===== src/rtl/game_flow_ctrl_pkg.sv =====
// Shared encodings for the game flow sequencer and the message renderer:
// round states and msg_sel codes, plus the state-to-message mapping.
package game_flow_ctrl_pkg;

   typedef enum logic [1:0] {
      ST_IDLE = 2'd0,
      ST_PLAY = 2'd1,
      ST_WIN  = 2'd2,
      ST_LOSE = 2'd3
   } state_t;

   localparam logic [1:0] MSG_NONE  = 2'd0;
   localparam logic [1:0] MSG_START = 2'd1;
   localparam logic [1:0] MSG_WIN   = 2'd2;
   localparam logic [1:0] MSG_OVER  = 2'd3;

   // Message shown by the renderer while the sequencer sits in a given state
   function automatic logic [1:0] msg_of(input state_t s);
      case (s)
         ST_IDLE: return MSG_START;
         ST_PLAY: return MSG_NONE;
         ST_WIN:  return MSG_WIN;
         default: return MSG_OVER;
      endcase
   endfunction

endpackage


===== src/rtl/game_flow_ctrl_sec_timer.sv =====
// sec_timer: one-cycle frame_tick at a fixed raster position, and a
// frame-to-second divider. sec_pulse coincides with the frame_tick that
// completes a second; clr restarts the divider from frame zero.
module sec_timer #(
   parameter int FRAMES_PER_SEC = 60,
   parameter int TICK_LINE      = 480
) (
   input  logic        clk,
   input  logic        rst,
   input  logic        clr,
   input  logic [10:0] hcount,
   input  logic [10:0] vcount,
   output logic        frame_tick,
   output logic        sec_pulse
);

   localparam int FW = (FRAMES_PER_SEC > 1) ? $clog2(FRAMES_PER_SEC) : 1;
   localparam logic [FW-1:0] FRAME_LAST = FW'(FRAMES_PER_SEC - 1);

   logic [FW-1:0] frame_cnt;

   assign sec_pulse = frame_tick && (frame_cnt == FRAME_LAST);

   // Register the raster match so the tick lands one cycle after the position
   always_ff @(posedge clk) begin
      if (rst) frame_tick <= 1'b0;
      else     frame_tick <= (hcount == 11'd0) && (vcount == 11'(TICK_LINE));
   end

   // Count frames within the current second; clr wins over a coincident tick
   always_ff @(posedge clk) begin
      if (rst || clr)  frame_cnt <= '0;
      else if (frame_tick) begin
         if (frame_cnt == FRAME_LAST) frame_cnt <= '0;
         else                         frame_cnt <= frame_cnt + 1'b1;
      end
   end

endmodule


===== src/rtl/game_flow_ctrl.sv =====
// game_flow_ctrl: round sequencer (IDLE/PLAY/WIN/LOSE) driving the message
// overlay, coin count and countdown timer. All outputs are registered.
// Build option: define GAME_MSG_BLINK_EN to blink the overlay in IDLE and
// LOSE every BLINK_FRAMES frame ticks; otherwise msg_visible is simply
// (msg_sel != 0) and no blink counter exists.
module game_flow_ctrl
   import game_flow_ctrl_pkg::*;
#(
   parameter int NUM_COINS      = 8,
   parameter int TIME_LIMIT_S   = 60,
   parameter int FRAMES_PER_SEC = 60,
   parameter int HOLD_S         = 3,
`ifdef GAME_MSG_BLINK_EN
   parameter int BLINK_FRAMES   = 30,
`endif
   parameter int TICK_LINE      = 480
) (
   input  logic        clk,
   input  logic        rst,
   input  logic [10:0] hcount,
   input  logic [10:0] vcount,
   input  logic        start_btn,
   input  logic        coin_hit,
   input  logic        player_hit,
   output logic [3:0]  coins_left,
   output logic [6:0]  time_left,
   output logic [1:0]  msg_sel,
   output logic        msg_visible,
   output logic        game_active,
   output logic        frame_tick
);

   localparam logic [3:0] COINS_INIT = 4'(NUM_COINS);
   localparam logic [6:0] TIME_INIT  = 7'(TIME_LIMIT_S);
   localparam int HW = $clog2(HOLD_S + 1);
   localparam logic [HW-1:0] HOLD_LAST = HW'(HOLD_S - 1);

   state_t        state, state_nxt;
   logic          start_q, start_rise;
   logic          coin_win, time_out, hold_done;
   logic          sec_pulse, clr;
   logic [HW-1:0] hold_cnt;

   // Restarting the divider on every state change makes the WIN/LOSE hold
   // a full HOLD_S seconds no matter where in a second the round ended.
   assign clr = (state_nxt != state);

   sec_timer #(
      .FRAMES_PER_SEC (FRAMES_PER_SEC),
      .TICK_LINE      (TICK_LINE)
   ) u_sec_timer (
      .clk        (clk),
      .rst        (rst),
      .clr        (clr),
      .hcount     (hcount),
      .vcount     (vcount),
      .frame_tick (frame_tick),
      .sec_pulse  (sec_pulse)
   );

   // Next-state decode; a winning coin beats any coincident lose event
   always_comb begin
      start_rise = start_btn && !start_q;
      coin_win   = coin_hit && (coins_left == 4'd1);
      time_out   = sec_pulse && (time_left == 7'd1);
      hold_done  = sec_pulse && (hold_cnt == HOLD_LAST);
      state_nxt  = state;
      case (state)
         ST_IDLE: if (start_rise) state_nxt = ST_PLAY;
         ST_PLAY: begin
            if (coin_win)                    state_nxt = ST_WIN;
            else if (player_hit || time_out) state_nxt = ST_LOSE;
         end
         default: if (hold_done) state_nxt = ST_IDLE;
      endcase
   end

   // State register, round counters and registered status outputs
   always_ff @(posedge clk) begin
      if (rst) begin
         state       <= ST_IDLE;
         start_q     <= 1'b0;
         coins_left  <= COINS_INIT;
         time_left   <= TIME_INIT;
         hold_cnt    <= '0;
         msg_sel     <= MSG_START;
         game_active <= 1'b0;
      end else begin
         state       <= state_nxt;
         start_q     <= start_btn;
         msg_sel     <= msg_of(state_nxt);
         game_active <= (state_nxt == ST_PLAY);

         if (state_nxt != state)
            hold_cnt <= '0;
         else if ((state == ST_WIN || state == ST_LOSE) && sec_pulse)
            hold_cnt <= hold_cnt + 1'b1;

         case (state)
            ST_IDLE: begin
               if (start_rise) begin
                  coins_left <= COINS_INIT;
                  time_left  <= TIME_INIT;
               end
            end
            ST_PLAY: begin
               if (coin_hit && coins_left != 4'd0) coins_left <= coins_left - 1'b1;
               if (sec_pulse && time_left != 7'd0) time_left  <= time_left - 1'b1;
            end
            default: ;
         endcase
      end
   end

`ifdef GAME_MSG_BLINK_EN
   localparam int BW = (BLINK_FRAMES > 1) ? $clog2(BLINK_FRAMES) : 1;
   localparam logic [BW-1:0] BLINK_LAST = BW'(BLINK_FRAMES - 1);

   logic [BW-1:0] blink_cnt;

   // Blink in IDLE/LOSE, restarting visible on every state entry
   always_ff @(posedge clk) begin
      if (rst) begin
         msg_visible <= 1'b1;
         blink_cnt   <= '0;
      end else if (state_nxt != state) begin
         msg_visible <= (state_nxt != ST_PLAY);
         blink_cnt   <= '0;
      end else if ((state == ST_IDLE || state == ST_LOSE) && frame_tick) begin
         if (blink_cnt == BLINK_LAST) begin
            blink_cnt   <= '0;
            msg_visible <= ~msg_visible;
         end else begin
            blink_cnt   <= blink_cnt + 1'b1;
         end
      end
   end
`else
   // Overlay shown whenever a message is selected
   always_ff @(posedge clk) begin
      if (rst) msg_visible <= 1'b1;
      else     msg_visible <= (msg_of(state_nxt) != MSG_NONE);
   end
`endif

endmodule


===== config.mk =====
export PLATFORM = sky130hd
export DESIGN_NAME = game_flow_ctrl
export DESIGN_NICKNAME = d
export VERILOG_FILES = /design/src/rtl/game_flow_ctrl_pkg.sv /design/src/rtl/game_flow_ctrl_sec_timer.sv /design/src/rtl/game_flow_ctrl.sv
export SDC_FILE = /design/constraint.sdc
export NUM_CORES = 1
export LEC_CHECK = 0
export ABC_AREA = 1
export BUFFER_PORTS_ARGS = -buffer_cell sky130_fd_sc_hd__clkbuf_2
export CORE_ASPECT_RATIO = 1.5
export CORE_UTILIZATION = 40
export CTS_BUF_LIST = sky130_fd_sc_hd__clkbuf_4 sky130_fd_sc_hd__clkbuf_8 sky130_fd_sc_hd__clkbuf_16
export DETAILED_ROUTE_END_ITERATION = 12
export REMOVE_ABC_BUFFERS = 1
export SYNTH_ARGS = -nofsm -noshare
export SYNTH_HDL_FRONTEND = slang
export SYNTH_SLANG_ARGS = --single-unit

===== constraint.sdc =====
create_clock -name clk -period 2.1 [get_ports clk]
set_clock_uncertainty 0.05 [all_clocks]
set_input_delay 0.105 -clock clk [delete_from_list [all_inputs] [get_ports clk]]
set_output_delay 0.105 -clock clk [all_outputs]
set_load 0.05 [all_outputs]

-- Word-level counts from Yosys, hierarchy flattened
Index checks and enable logic that the tools add are counted.
- output and inout port bits: 16
- bits of input ports: 27
- register bits: 27
- word-level logic and storage cells: 65
- $add $sub $neg: 4
- equal/unequal tests: 14
- muxes and demuxes: 14
- reduce and logical (&&, ||, !) cells: 23
- operators with widths (cell ; count):
    7-bit two-way mux ; 2
    7-bit case mux with 2 select lines ; 1
    11-bit by 9-bit equality test with 1-bit output, second input constant ; 1
    11-bit logical NOT ; 1
    2-bit two-way mux ; 5
    1-bit logical AND ; 9
    2-bit equality test, second input constant ; 4
    4-bit two-way mux ; 2
    4-bit case mux with 2 select lines ; 1
    7-bit by 1-bit equality test with 1-bit output, second input constant ; 1
    7-bit nonzero test ; 1
    7-bit by 1-bit subtractor with 7-bit output, second input constant ; 1
    6-bit by 1-bit adder with 6-bit output, second input constant ; 1
    6-bit equality test, second input constant ; 1
    6-bit two-way mux ; 1
    2-bit inequality test, second input constant ; 3
    2-bit case mux with 3 select lines ; 1
    3-bit AND reduction ; 2
    2-bit by 1-bit equality test with 1-bit output, second input constant ; 2
    4-bit by 1-bit equality test with 1-bit output, second input constant ; 1
    2-bit logical NOT ; 2
    2-bit case mux with 2 select lines ; 1
    2-bit nonzero test ; 2
    4-bit nonzero test ; 1
    6 further kinds ; 8

-- Depth between registers and ports, before layout
- depth after elaboration: 11
- mapped depth: 11

-- Cells and area by module
From an unflattened synthesis, not the netlist that was laid out.
- cell total of the unflattened synthesis: 217
- area total of the unflattened synthesis: 1506.4 µm²
- modules (own cells, without submodules) (module ; cells an instance ; sequential area each (µm²) ; area each (µm²) ; instances):
    game_flow_ctrl ; 153 ; 380.4 ; 1099.8 ; 1
    sec_timer ; 64 ; 140.1 ; 406.6 ; 1

-- Worst setup path after synthesis
Ideal clock, no wire load.
- path kind: register to register
- start point: register coins_left[1]
- end point: register msg_sel[0]
- stages on the path, launching flop included: 9
- period minus slack after synthesis: 2095 ps
- setup time: 123 ps
- arrival time: 1921 ps
- path buffers: 0
- setup slack: 5 ps
- required time: 1927 ps
- cell sequence: dfxtp_1 -> inv_1 -> ha_1 -> a31oi_1 -> nand2_1 -> nand2_1 -> and2_4 -> ha_1 -> or2_2
- word-level cells in the longest chain between the ends: 6
- elaborated cells on any way between the ends: 8
- those cells by class: 3 x eq/ne; 3 x mux; 2 x reduce/logical
- ends and longest elaborated chain (what ; RTL line ; source):
    start, declared ; game_flow_ctrl.sv:25 ; output logic [3:0] coins_left,
    start signal, assigned ; game_flow_ctrl.sv:107 ; if (coin_hit && coins_left != 4'd0) coins_left <= coins_left - 1'b1;
    4-bit by 1-bit equality test with 1-bit output (*) ; game_flow_ctrl.sv:64 ; coin_win = coin_hit && (coins_left == 4'd1);
    1-bit logical AND (*) ; game_flow_ctrl.sv:64 ;
    2-bit two-way mux (*) ; game_flow_ctrl.sv:71 ; if (coin_win) state_nxt = ST_WIN;
    2-bit case mux with 2 select lines (*) ; game_flow_ctrl.sv:68 ; case (state)
    2-bit equality test, or another cell as far along ; game_flow_ctrl_pkg.sv:19 ; case (s)
    2-bit case mux with 3 select lines (*) ; game_flow_ctrl_pkg.sv:19 ;
    end signal, assigned ; game_flow_ctrl.sv:91 ; msg_sel <= msg_of(state_nxt);
    end, declared ; game_flow_ctrl.sv:27 ; output logic [1:0] msg_sel,
Every way passes the cells marked *; elsewhere a longest branch is shown, timed or not.
A chain may end at the register's enable or synchronous reset.

-- Final worst setup path
- start point: register u_sec_timer.frame_cnt[1]
- end point: register msg_sel[0]
- word-level cells in the longest chain between the ends: 9
- elaborated cells on any way between the ends: 13
- those cells by class: 3 x eq/ne; 5 x mux; 5 x reduce/logical
- ends and longest elaborated chain (what ; RTL line ; source):
    start, declared ; game_flow_ctrl_sec_timer.sv:20 ; logic [FW-1:0] frame_cnt;
    start signal, assigned ; game_flow_ctrl_sec_timer.sv:35 ; else frame_cnt <= frame_cnt + 1'b1;
    6-bit equality test (*) ; game_flow_ctrl_sec_timer.sv:22 ; assign sec_pulse = frame_tick && (frame_cnt == FRAME_LAST);
    1-bit logical AND (*) ; game_flow_ctrl_sec_timer.sv:22 ;
    1-bit logical AND ; game_flow_ctrl.sv:65 ; time_out = sec_pulse && (time_left == 7'd1);
    1-bit logical OR ; game_flow_ctrl.sv:72 ; else if (player_hit || time_out) state_nxt = ST_LOSE;
    2-bit two-way mux ; game_flow_ctrl.sv:72 ;
    2-bit two-way mux ; game_flow_ctrl.sv:71 ;
    2-bit case mux with 2 select lines (*) ; game_flow_ctrl.sv:68 ;
    2-bit equality test, or another cell as far along ; game_flow_ctrl_pkg.sv:19 ;
    2-bit case mux with 3 select lines (*) ; game_flow_ctrl_pkg.sv:19 ;
Marks and branches as above.

==> run metrics <==
Starting Density 42.30%; WP data arrival 2040 ps; Routed WL between 3000 and 4000 um; LEAKAGE 0.0008874 uW; Final period util between 90% and 100%; DR DRC count 0; DR iter-0 viols 24; Unique masters post-synth 31; # IOs 43; Fin. Hold Viols 0; H-Tree Depth 1; Yosys reg bits 26; initial antenna violation count 0; Worst Reg-to-Reg Cells 9; Via-to-Cell Ratio 4.737; Synth Flop Type dfxtp_1; Hold Slack 12.26 ps; power share of the sequential group about half; worst-margin pin slew roughly 300 ps; Internal about 750 uW; number of synthesized flops with an enable pin 0; maximum fanout along the worst path 4; CTS root buffer clkbuf_8; Finish-stage setup viols 0; run status finished clean; DP HPWL between 2000 and 3000 um; Synthesis Warnings 0; Syn Area/Cell roughly 7 um^2; max cap viols 0; Antenna Nets Post-Route 0; layout cell share with drive strength beyond 1 between 20 and 30%; reg2reg end msg_sel[0]; Startpoint Class flip-flop; Crit. End Element flip-flop; Placed Area 1837 um^2; min-delay worst type input port to flip-flop; Hold Path Depth 4; kind of critical path flip-flop to flip-flop; Reg clk slew, reported paths approximately 80 ps; Hold Path Origin hcount[7]; Die Y-Extent between 70 and 80 um; Power per Cell Area between 600 and 700 nW/um^2; CTS buffer count 3; Cells after Synth about 220; switch share around 34%; Post-layout nets just over 300; post-layout power roughly 1100 uW; Async SR Flop Fraction 0%; Critical Path RT roughly 2200 ps; total die area approximately 4200 um^2; Synth Cell Area 1558 um^2; switching power between 300 and 400 uW; Max clock buf depth 2; Placeable Area around 3700 um^2; Max Slew Vio Count 0; vias in the first global route 1,370; largest net degree at the start of global routing 14; WHS Endpoint u_sec_timer.frame_tick; GPL Wtd Cong about 0.77; fillcell total 383; Setup WS post-layout 167.1 ps; Total GRT Usage between 10% and 20%; Clock Latency Late Sink 270 ps; RSZ-0062 raised after global routing no; number of diodes 0; Area growth, synth to finish 21.61%; r2r setup slk roughly 170 ps; Row Count 27; Final min period just under 2000 ps; post-route cell area around 1900 um^2; Die Span X between 50 and 60 um; # port buffers between 40 and 50; Rel. slew slack 79.91%; VDD IR-drop max 414.0 uV; total number of vias 1,478; Max Fclk between 0.5 and 0.6 GHz; TritonCTS clock tree done; Fin Setup TNS 0 ps; Remaining Overflow, GRT 0; worst r2r src u_sec_timer.frame_cnt[1]; clock share of power about 25%; sequential share of the synthesized area ~33%; first-pass GRT wire length 5637 um; Comb power frac about 27%; CTS Sinks 26; worst slack, placed roughly 160 ps; TritonRoute pass-1 iters 4; routed len/inst 10.49 um
==> placed cells by master, fill, tap and decap left out <==
cell / instances
clkbuf_2: 42
a211oi_1: 1
buf_4: 4
o21ai_1: 1
clkinv_1: 1
xor2_1: 5
ha_1: 10
nor3_4: 1
inv_2: 2
dlygate4sd3_1: 1
nor3_1: 1
nor4_1: 5
nor2_1: 23
nand2b_1: 1
or2_2: 4
nand2_1: 42
nand4_1: 9
inv_4: 1
nand3b_1: 1
dfxtp_1: 26
nand2_2: 3
mux2i_1: 1
nand3_1: 25
nand3_2: 1
clkbuf_8: 3
a31oi_1: 1
inv_1: 34
a21oi_1: 4
o21bai_4: 1
and2_4: 1
nor2_2: 3
o21ai_0: 8
nor2_4: 3
==> power by group through the flow <==
| stage | clock (uW) | sequential (uW) | combinational, uW |
|---|---|---|---|
| 5_1_grt | 307 | 556 | 344 |
| 4_1_cts | 292 | 551 | 316 |
| 3_5_place_dp | 0 | 562 | 313 |
| 3_3_place_gp | 0 | 563 | 314 |
| 6_report | 280 | 551 | 312 |
| 2_1_floorplan | 0 | 652 | 139 |
==> per-layer routing <==
metal | vias to the layer above | GRT usage, % | part of all wire [%]
li1 | 805 | - | -
met1 | 651 | 20.91 | 45
met2 | 18 | 31.14 | 51
met3 | 4 | 2.326 | 2.0
met4 | 0 | 6.316 | 1.3
met5 | - | 0 | 0
==> worst max-delay path, cell delays in order (launching register included) <==
cell     delay (ps)
dfxtp_1         380
ha_1            180
nand2_1         100
nor3_4          220
nand2_1          70
nand2_1          60
nand2_1          70
and2_4          160
ha_1            270
or2_2           260
==> final cells by class <==
class                   count  area (um^2)  area share, %
repair buffers             47        250.2          13.21
inverters                  38        145.1          7.662
clock buffers               3        41.29          2.180
flip-flops and latches     26        520.5          27.48
well taps                  43        53.80          2.840
multi-input cells         155        883.3          46.63
==> state kept, by name (all words and copies together) (netlist names), 2 cells and up <==
name and flops:
u_sec_timer.frame_cnt 6, time_left 7, coins_left 4, msg_sel 2
hold_cnt 2
==> cells in the mapped netlist, types with 4 or more instances <==
master   number  area share, %
a21oi_1       4            1.3
dfxtp_1      26             33
ha_1         10            8.0
inv_1        34            8.2
nand2_1      42             10
nand3_1      25            8.0
nand4_1       9            3.6
nor2_1       23            5.5
nor4_1        5            2.0
o21ai_0       8            2.6
or2_2         4            1.6
xor2_1        5            2.8
==> stage by stage <==
stage	utilization (%)	std cells
after floorplan	-	219
after global placement	49.88	308
after detailed placement	49.88	308
after CTS	51.27	312
after global routing	51.44	312
final	51.44	312
==> worst max path at each step <==
stage                        startpoint    endpoint  slack (ps)  cells after the start
2_1_floorplan    u_sec_timer.frame_tick  msg_sel[0]        -120                      8
3_3_place_gp   u_sec_timer.frame_cnt[1]  msg_sel[0]         190                      9
3_5_place_dp   u_sec_timer.frame_cnt[1]  msg_sel[0]         160                      9
4_1_cts        u_sec_timer.frame_cnt[1]  msg_sel[0]         150                      9
5_1_grt        u_sec_timer.frame_cnt[1]  msg_sel[0]          20                      9
6_report       u_sec_timer.frame_cnt[1]  msg_sel[0]         170                      9
==> cell families (layout without fill, tap and decap cells) <==
family	count (synthesis)	after routing	synth area share (%)
flip-flops	26	26	33.41
buffers and inverters	41	88	10.28
adder cells (fa/ha/maj)	10	10	8.032
multiplexers	1	1	0.6426
XOR/XNOR	5	5	2.811
AND/OR/NAND/NOR	123	123	38.55
AO/OA/AOI/OAI	16	16	6.265
==> what timing repair did <==
action                                  4_1_cts  5_1_grt
buffers inserted                              0        0
hold buffers                                  1        0
gates resized for setup                       0        1
endpoints found under the setup margin        0        1
hold endpoints to repair                      1        0
Power figures use the tool's default switching activity.
